File: config.mk
export PLATFORM = sky130hd
export DESIGN_NAME = if_prefetch_buffer
export DESIGN_NICKNAME = d
export VERILOG_FILES = /design/src/rtl/if_prefetch_buffer.sv
export SDC_FILE = /design/constraint.sdc
export NUM_CORES = 1
export LEC_CHECK = 0
export CAP_MARGIN = 15
export CORE_UTILIZATION = 50
export DETAILED_ROUTE_END_ITERATION = 6
export PLACE_DENSITY = 0.73
export SLEW_MARGIN = 10
export SYNTH_ARGS = -nofsm -noshare
export SYNTH_HDL_FRONTEND = slang
export SYNTH_SLANG_ARGS = --single-unit
File: constraint.sdc
create_clock -name clk_i -period 7.25 [get_ports clk_i]
set_input_delay 1.8125 -clock clk_i [delete_from_list [all_inputs] [get_ports clk_i]]
set_output_delay 1.8125 -clock clk_i [all_outputs]
set_load 0.1 [all_outputs]
File: src/rtl/if_prefetch_buffer.sv
// -----------------------------------------------------------------------------
// if_prefetch_buffer
//   Instruction-fetch front end. Issues sequential fetches to a variable-latency
//   instruction memory (req/ack) and buffers the results in a DEPTH-entry FIFO
//   of {PC+4, instr}. The FIFO head feeds the IF/ID pipe register through a
//   valid/ready handshake. A branch redirect flushes the queue and restarts
//   fetch at the branch target; a fetch that is still in flight at that moment
//   is completed on the memory side but its data is thrown away.
//
// Ports
//   clk_i          in   clock, rising edge
//   rst_n          in   asynchronous reset, active low
//   imem_req_o     out  fetch request, held high until ack
//   imem_addr_o    out  fetch address, stable while imem_req_o=1
//   imem_ack_i     in   instruction valid this cycle (only honoured while req=1)
//   imem_instr_i   in   fetched instruction, valid with imem_ack_i
//   redirect_i     in   taken branch: flush and refetch
//   redirect_pc_i  in   branch target
//   id_valid_o     out  FIFO head valid
//   id_ready_i     in   IF/ID accepts the head this cycle
//   id_instr_o     out  head instruction, 0 when empty
//   id_pc_add4_o   out  head PC+4, 0 when empty
//   count_o        out  number of entries held
// -----------------------------------------------------------------------------
module if_prefetch_buffer #(
    parameter int unsigned DEPTH    = 4,
    parameter logic [31:0] RESET_PC = 32'h0000_0000
) (
    input  logic                     clk_i,
    input  logic                     rst_n,
    output logic                     imem_req_o,
    output logic [31:0]              imem_addr_o,
    input  logic                     imem_ack_i,
    input  logic [31:0]              imem_instr_i,
    input  logic                     redirect_i,
    input  logic [31:0]              redirect_pc_i,
    output logic                     id_valid_o,
    input  logic                     id_ready_i,
    output logic [31:0]              id_instr_o,
    output logic [31:0]              id_pc_add4_o,
    output logic [$clog2(DEPTH):0]   count_o
);

    localparam int unsigned PTR_W = $clog2(DEPTH);
    localparam int unsigned CNT_W = PTR_W + 1;
    localparam logic [CNT_W-1:0] DEPTH_C = CNT_W'(DEPTH);

    typedef enum logic [1:0] {
        ST_IDLE  = 2'd0,
        ST_BUSY  = 2'd1,
        ST_FLUSH = 2'd2
    } state_e;

    state_e            state_r;
    logic              req_r;
    logic [31:0]       addr_r;
    logic [31:0]       fetch_pc_r;

    logic [PTR_W-1:0]  wr_ptr_r;
    logic [PTR_W-1:0]  rd_ptr_r;
    logic [CNT_W-1:0]  count_r;
    logic [31:0]       mem_instr_r [DEPTH];
    logic [31:0]       mem_pc4_r   [DEPTH];

    logic              ack_s;
    logic              push_s;
    logic              pop_s;
    logic [CNT_W-1:0]  count_next_s;
    logic [31:0]       pc_plus4_s;
    logic              has_room_s;
    logic [31:0]       head_instr_s;
    logic [31:0]       head_pc4_s;

    // The ack only counts while a request is actually outstanding; only BUSY
    // data is kept, FLUSH data belongs to a fetch made obsolete by a redirect.
    assign ack_s        = req_r & imem_ack_i;
    assign push_s       = (state_r == ST_BUSY) & ack_s & ~redirect_i;
    assign pop_s        = (count_r != {CNT_W{1'b0}}) & id_ready_i & ~redirect_i;
    assign count_next_s = count_r + CNT_W'(push_s) - CNT_W'(pop_s);
    assign pc_plus4_s   = fetch_pc_r + 32'd4;
    // A new request only goes out when the slot it will fill is guaranteed,
    // so an ack can never arrive against a full FIFO.
    assign has_room_s   = (count_next_s < DEPTH_C);

    // Fetch sequencer: request/address are registered and change only here.
    always_ff @(posedge clk_i or negedge rst_n) begin
        if (!rst_n) begin
            state_r    <= ST_IDLE;
            req_r      <= 1'b0;
            addr_r     <= RESET_PC;
            fetch_pc_r <= RESET_PC;
        end else begin
            case (state_r)
                ST_IDLE: begin
                    if (redirect_i) begin
                        fetch_pc_r <= redirect_pc_i;
                    end else if (has_room_s) begin
                        state_r <= ST_BUSY;
                        req_r   <= 1'b1;
                        addr_r  <= fetch_pc_r;
                    end else begin
                        state_r <= ST_IDLE;
                    end
                end
                ST_BUSY: begin
                    if (redirect_i) begin
                        fetch_pc_r <= redirect_pc_i;
                        if (ack_s) begin
                            state_r <= ST_IDLE;
                            req_r   <= 1'b0;
                        end else begin
                            // Keep req/addr steady until the stale fetch completes.
                            state_r <= ST_FLUSH;
                        end
                    end else if (ack_s) begin
                        fetch_pc_r <= pc_plus4_s;
                        if (has_room_s) begin
                            addr_r <= pc_plus4_s;
                        end else begin
                            state_r <= ST_IDLE;
                            req_r   <= 1'b0;
                        end
                    end else begin
                        state_r <= ST_BUSY;
                    end
                end
                ST_FLUSH: begin
                    if (redirect_i) begin
                        fetch_pc_r <= redirect_pc_i;
                    end else begin
                        fetch_pc_r <= fetch_pc_r;
                    end
                    if (ack_s) begin
                        state_r <= ST_IDLE;
                        req_r   <= 1'b0;
                    end else begin
                        state_r <= ST_FLUSH;
                    end
                end
                default: begin
                    state_r <= ST_IDLE;
                    req_r   <= 1'b0;
                end
            endcase
        end
    end

    // FIFO pointers and occupancy; a redirect empties the queue ahead of any push or pop.
    always_ff @(posedge clk_i or negedge rst_n) begin
        if (!rst_n) begin
            wr_ptr_r <= {PTR_W{1'b0}};
            rd_ptr_r <= {PTR_W{1'b0}};
            count_r  <= {CNT_W{1'b0}};
        end else if (redirect_i) begin
            wr_ptr_r <= {PTR_W{1'b0}};
            rd_ptr_r <= {PTR_W{1'b0}};
            count_r  <= {CNT_W{1'b0}};
        end else begin
            if (push_s) begin
                wr_ptr_r <= wr_ptr_r + PTR_W'(1'b1);
            end
            if (pop_s) begin
                rd_ptr_r <= rd_ptr_r + PTR_W'(1'b1);
            end
            count_r <= count_next_s;
        end
    end

    // FIFO storage; contents are never observed while the entry is unoccupied.
    always_ff @(posedge clk_i) begin
        if (push_s) begin
            mem_instr_r[wr_ptr_r] <= imem_instr_i;
            mem_pc4_r[wr_ptr_r]   <= pc_plus4_s;
        end
    end

    // Head presentation, forced to zero when the queue is empty.
    always_comb begin
        head_instr_s = 32'h0000_0000;
        head_pc4_s   = 32'h0000_0000;
        if (count_r != {CNT_W{1'b0}}) begin
            head_instr_s = mem_instr_r[rd_ptr_r];
            head_pc4_s   = mem_pc4_r[rd_ptr_r];
        end else begin
            head_instr_s = 32'h0000_0000;
            head_pc4_s   = 32'h0000_0000;
        end
    end

    assign imem_req_o   = req_r;
    assign imem_addr_o  = addr_r;
    assign id_valid_o   = (count_r != {CNT_W{1'b0}});
    assign id_instr_o   = head_instr_s;
    assign id_pc_add4_o = head_pc4_s;
    assign count_o      = count_r;

endmodule

==> results by group <==
Logic synthesis
  – Yosys reg bits: 330
  – Synthesized area per cell: 15.2 um^2
  – Cells after Synth: slightly above 900
  – Number of synthesized flops with an enable pin: roughly 260
  – Synth cell types: 49
  – Cell taking the most area after synthesis: edfxtp_1
  – Mapped Area: roughly 14000 um^2
  – Most instantiated cells after synthesis: edfxtp_1, dfrtp_1, nand2_1
  – Top post-synthesis cells by area: edfxtp_1, dfrtp_1, mux4_2
  – YS warnings: 0
  – Share of the synthesized area in the top cell type: between 50 and 60%
  – Synthesized net count: just over 1k
  – Dominant cell by count in the synthesized netlist: edfxtp_1
  – Seq/Total Area, Yosys: roughly two thirds
  – FFs w/ async S/R, synth: around 22%
  – Post-synth top flop: edfxtp_1

CTS
  – Cells resized by post-CTS repair: 0
  – CTS Buf Count: 34
  – Worst-Skew Late Latency: 500 ps
  – CTS tree: yes
  – Clock slew at reported path FFs: 60 ps
  – Clock Root Buffer: clkbuf_16
  – Clk buf depth: 3
  – H-tree depth: 2
  – # Post-CTS Setup Buffers: 0
  – Hold Buf Count CTS: 0
  – CTS sink cnt: 330

Global route
  – Vias in the first global route: around 8k
  – Initial antenna violation count: 0
  – Total gr overflow: 0
  – GRT Util Overall: 21.0%
  – First-pass GRT wire length: 45.7 mm
  – Largest net degree at the start of global routing: between 70 and 80

Worst setup path
  – Critical Path Start: rd_ptr_r[0]
  – CP Max Fanout: 47
  – CP Capture Type: output pin
  – FF-to-FF path depth: 13
  – R2R setup slack: approximately 3200 ps
  – Crit path required time: around 5400 ps
  – Worst reg2reg startpoint: state_r[0]
  – CP arrival: 3670 ps
  – Critical Path Start Type: flip-flop
  – Critical setup path kind: reg -> out
  – Worst r2r dst: imem_addr_o[16]
  – Crit path capture: id_instr_o[25]

Floorplanning
  – Initial Util: around half
  – Core area: 27800 um^2
  – IO Count: 170
  – Die Span Y: between 150 and 200 um
  – Cell row count: 61
  – Width of the die: between 150 and 200 um
  – Total die area: 29000 um^2

STA
  – Final setup TNS: 0 ps
  – Slew headroom: 27.3%
  – Count of final setup violators: 0
  – Period utilisation layout: between 70% and 80%
  – Clock skew: approximately 15 ps
  – Max Transition Viols Final: 0
  – Minimum clock period: 5490 ps
  – Hold Vio Cnt, Final: 0
  – RSZ-0062 raised after global routing: no
  – Max Fclk: around 180 MHz
  – Tightest Pin Transition: roughly 1100 ps

Finish
  – Diodes inserted: 0
  – Area Growth Syn to Fin: 21.9%
  – Layout Nets: ~1.2k
  – Fraction of layout cells with a size suffix above 1: around 13%
  – Fillers: 2125
  – Core Util, Final: 62.0%

Drt
  – DRC viols: 0
  – DR vias: around 8.3k
  – Detailed Routing Iterations Pass 1: 5
  – DR WL/cell: 20.0 um
  – Number of routed nets with antenna violations: 0
  – Initial drt markers: roughly 610
  – Drt via density: 5.57
  – WL final: a little under 30 mm

Place
  – Quantity of I/O buffers inserted on ports: roughly 170
  – Final Wtd Congestion: around 0.83
  – Post-DP HPWL: around 19 mm

Job
  – MaxCap Viol Count: 0

Hold path
  – Hold_sp: imem_addr_o[22]
  – Hold crit path type: reg -> reg

Status
  – Outcome: completed
==> through the flow <==
| stage | instances | hold WS [ps] | instance area [um^2] | setup WS (ps) |
|---|---|---|---|---|
| 2_1_floorplan | 933 | 487 | 14100 | 2350 |
| 6_report | 1482 | 493 | 17200 | 1760 |
| 3_3_place_gp | 1421 | 464 | 16100 | 1450 |
| 4_1_cts | 1482 | 494 | 17200 | 1670 |
| 5_1_grt | 1482 | 515 | 17200 | 1440 |
| 3_5_place_dp | 1421 | 472 | 16100 | 1250 |
==> metal layers <==
layer / GRT usage (%) / wire (um) / vias to the layer above
li1: - / - / 3798
met1: 30.7 / 13400 / 4098
met2: 33.1 / 13800 / 304
met3: 2.91 / 1760 / 55
met4: 6.11 / 694 / 0
met5: 0 / 0 / -
==> cell type report <==
class	count	area, um^2	area share [%]
multi-input cells	524	4300	24.9
repair buffers	183	1790	10.4
clock buffers	47	983	5.71
flip-flops and latches	330	9540	55.4
clock inverters	14	119	0.690
well taps	378	473	2.74
inverters	6	22.5	0.131
==> cells in the final DEF (no fill, tap or decap), types with 3 or more instances in the layout <==
cell type and instances:
a2bb2oi_1 13, nand2b_1 3, and4_1 5, clkdlybuf4s50_1 168
nor3_1 11, o21ai_1 7, nand2_1 72, dfrtp_1 72
ha_1 7, nand4_1 10, inv_1 6, xnor2_1 41
o21ai_0 37, and2_1 65, clkbuf_1 8, clkinv_1 3
or3_1 3, o22ai_1 17, xor2_1 19, mux4_2 64
a31oi_1 3, clkbuf_16 37, a21oi_1 37, a22oi_1 3
and2_4 4, and3_1 10, buf_4 15, mux2_2 4
nor4_1 4, nor2b_1 3, edfxtp_1 256, nor2_1 34
clkinv_2 8, nand3_1 24
==> sequential cells by signal, summed over array words and instances, names as in the netlist <==
signal / count
imem_addr_o: 32
imem_req_o: 1
count_o: 3
mem_instr_r: 128
fetch_pc_r: 32
state_r: 2
mem_pc4_r: 128
rd_ptr_r: 2
wr_ptr_r: 2
==> critical path: stages (launching register included) <==
cell and delay (ps):
dfrtp_4 1090, buf_4 400, mux4_2 520, and2_1 180
clkdlybuf4s50_1 970
==> how the worst min path moves through the flow <==
stage	cells past startpoint	end	slack (ps)
floorplan	0	mem_pc4_r[0][0]	490
CTS	2	imem_addr_o[17]	490
global route	2	imem_addr_o[18]	510
detailed placement	2	imem_addr_o[7]	470
finish	2	imem_addr_o[22]	490
global placement	2	imem_addr_o[7]	460
==> kinds of logic (layout without fill, tap and decap cells) <==
family	Yosys count	after routing	synth area share (%)
and+or+nand+nor	258	258	9.66
muxes	70	70	10.7
xor gates and xnor gates	61	61	3.88
DFF	330	330	67.5
buffers and inverters	79	250	2.31
AOI/OAI and AO/OA	127	127	5.28
adders and majority gates	8	8	0.761
Power is not shown: default switching activity piles up to over one toggle a cycle in this logic, so the estimate is an artifact.
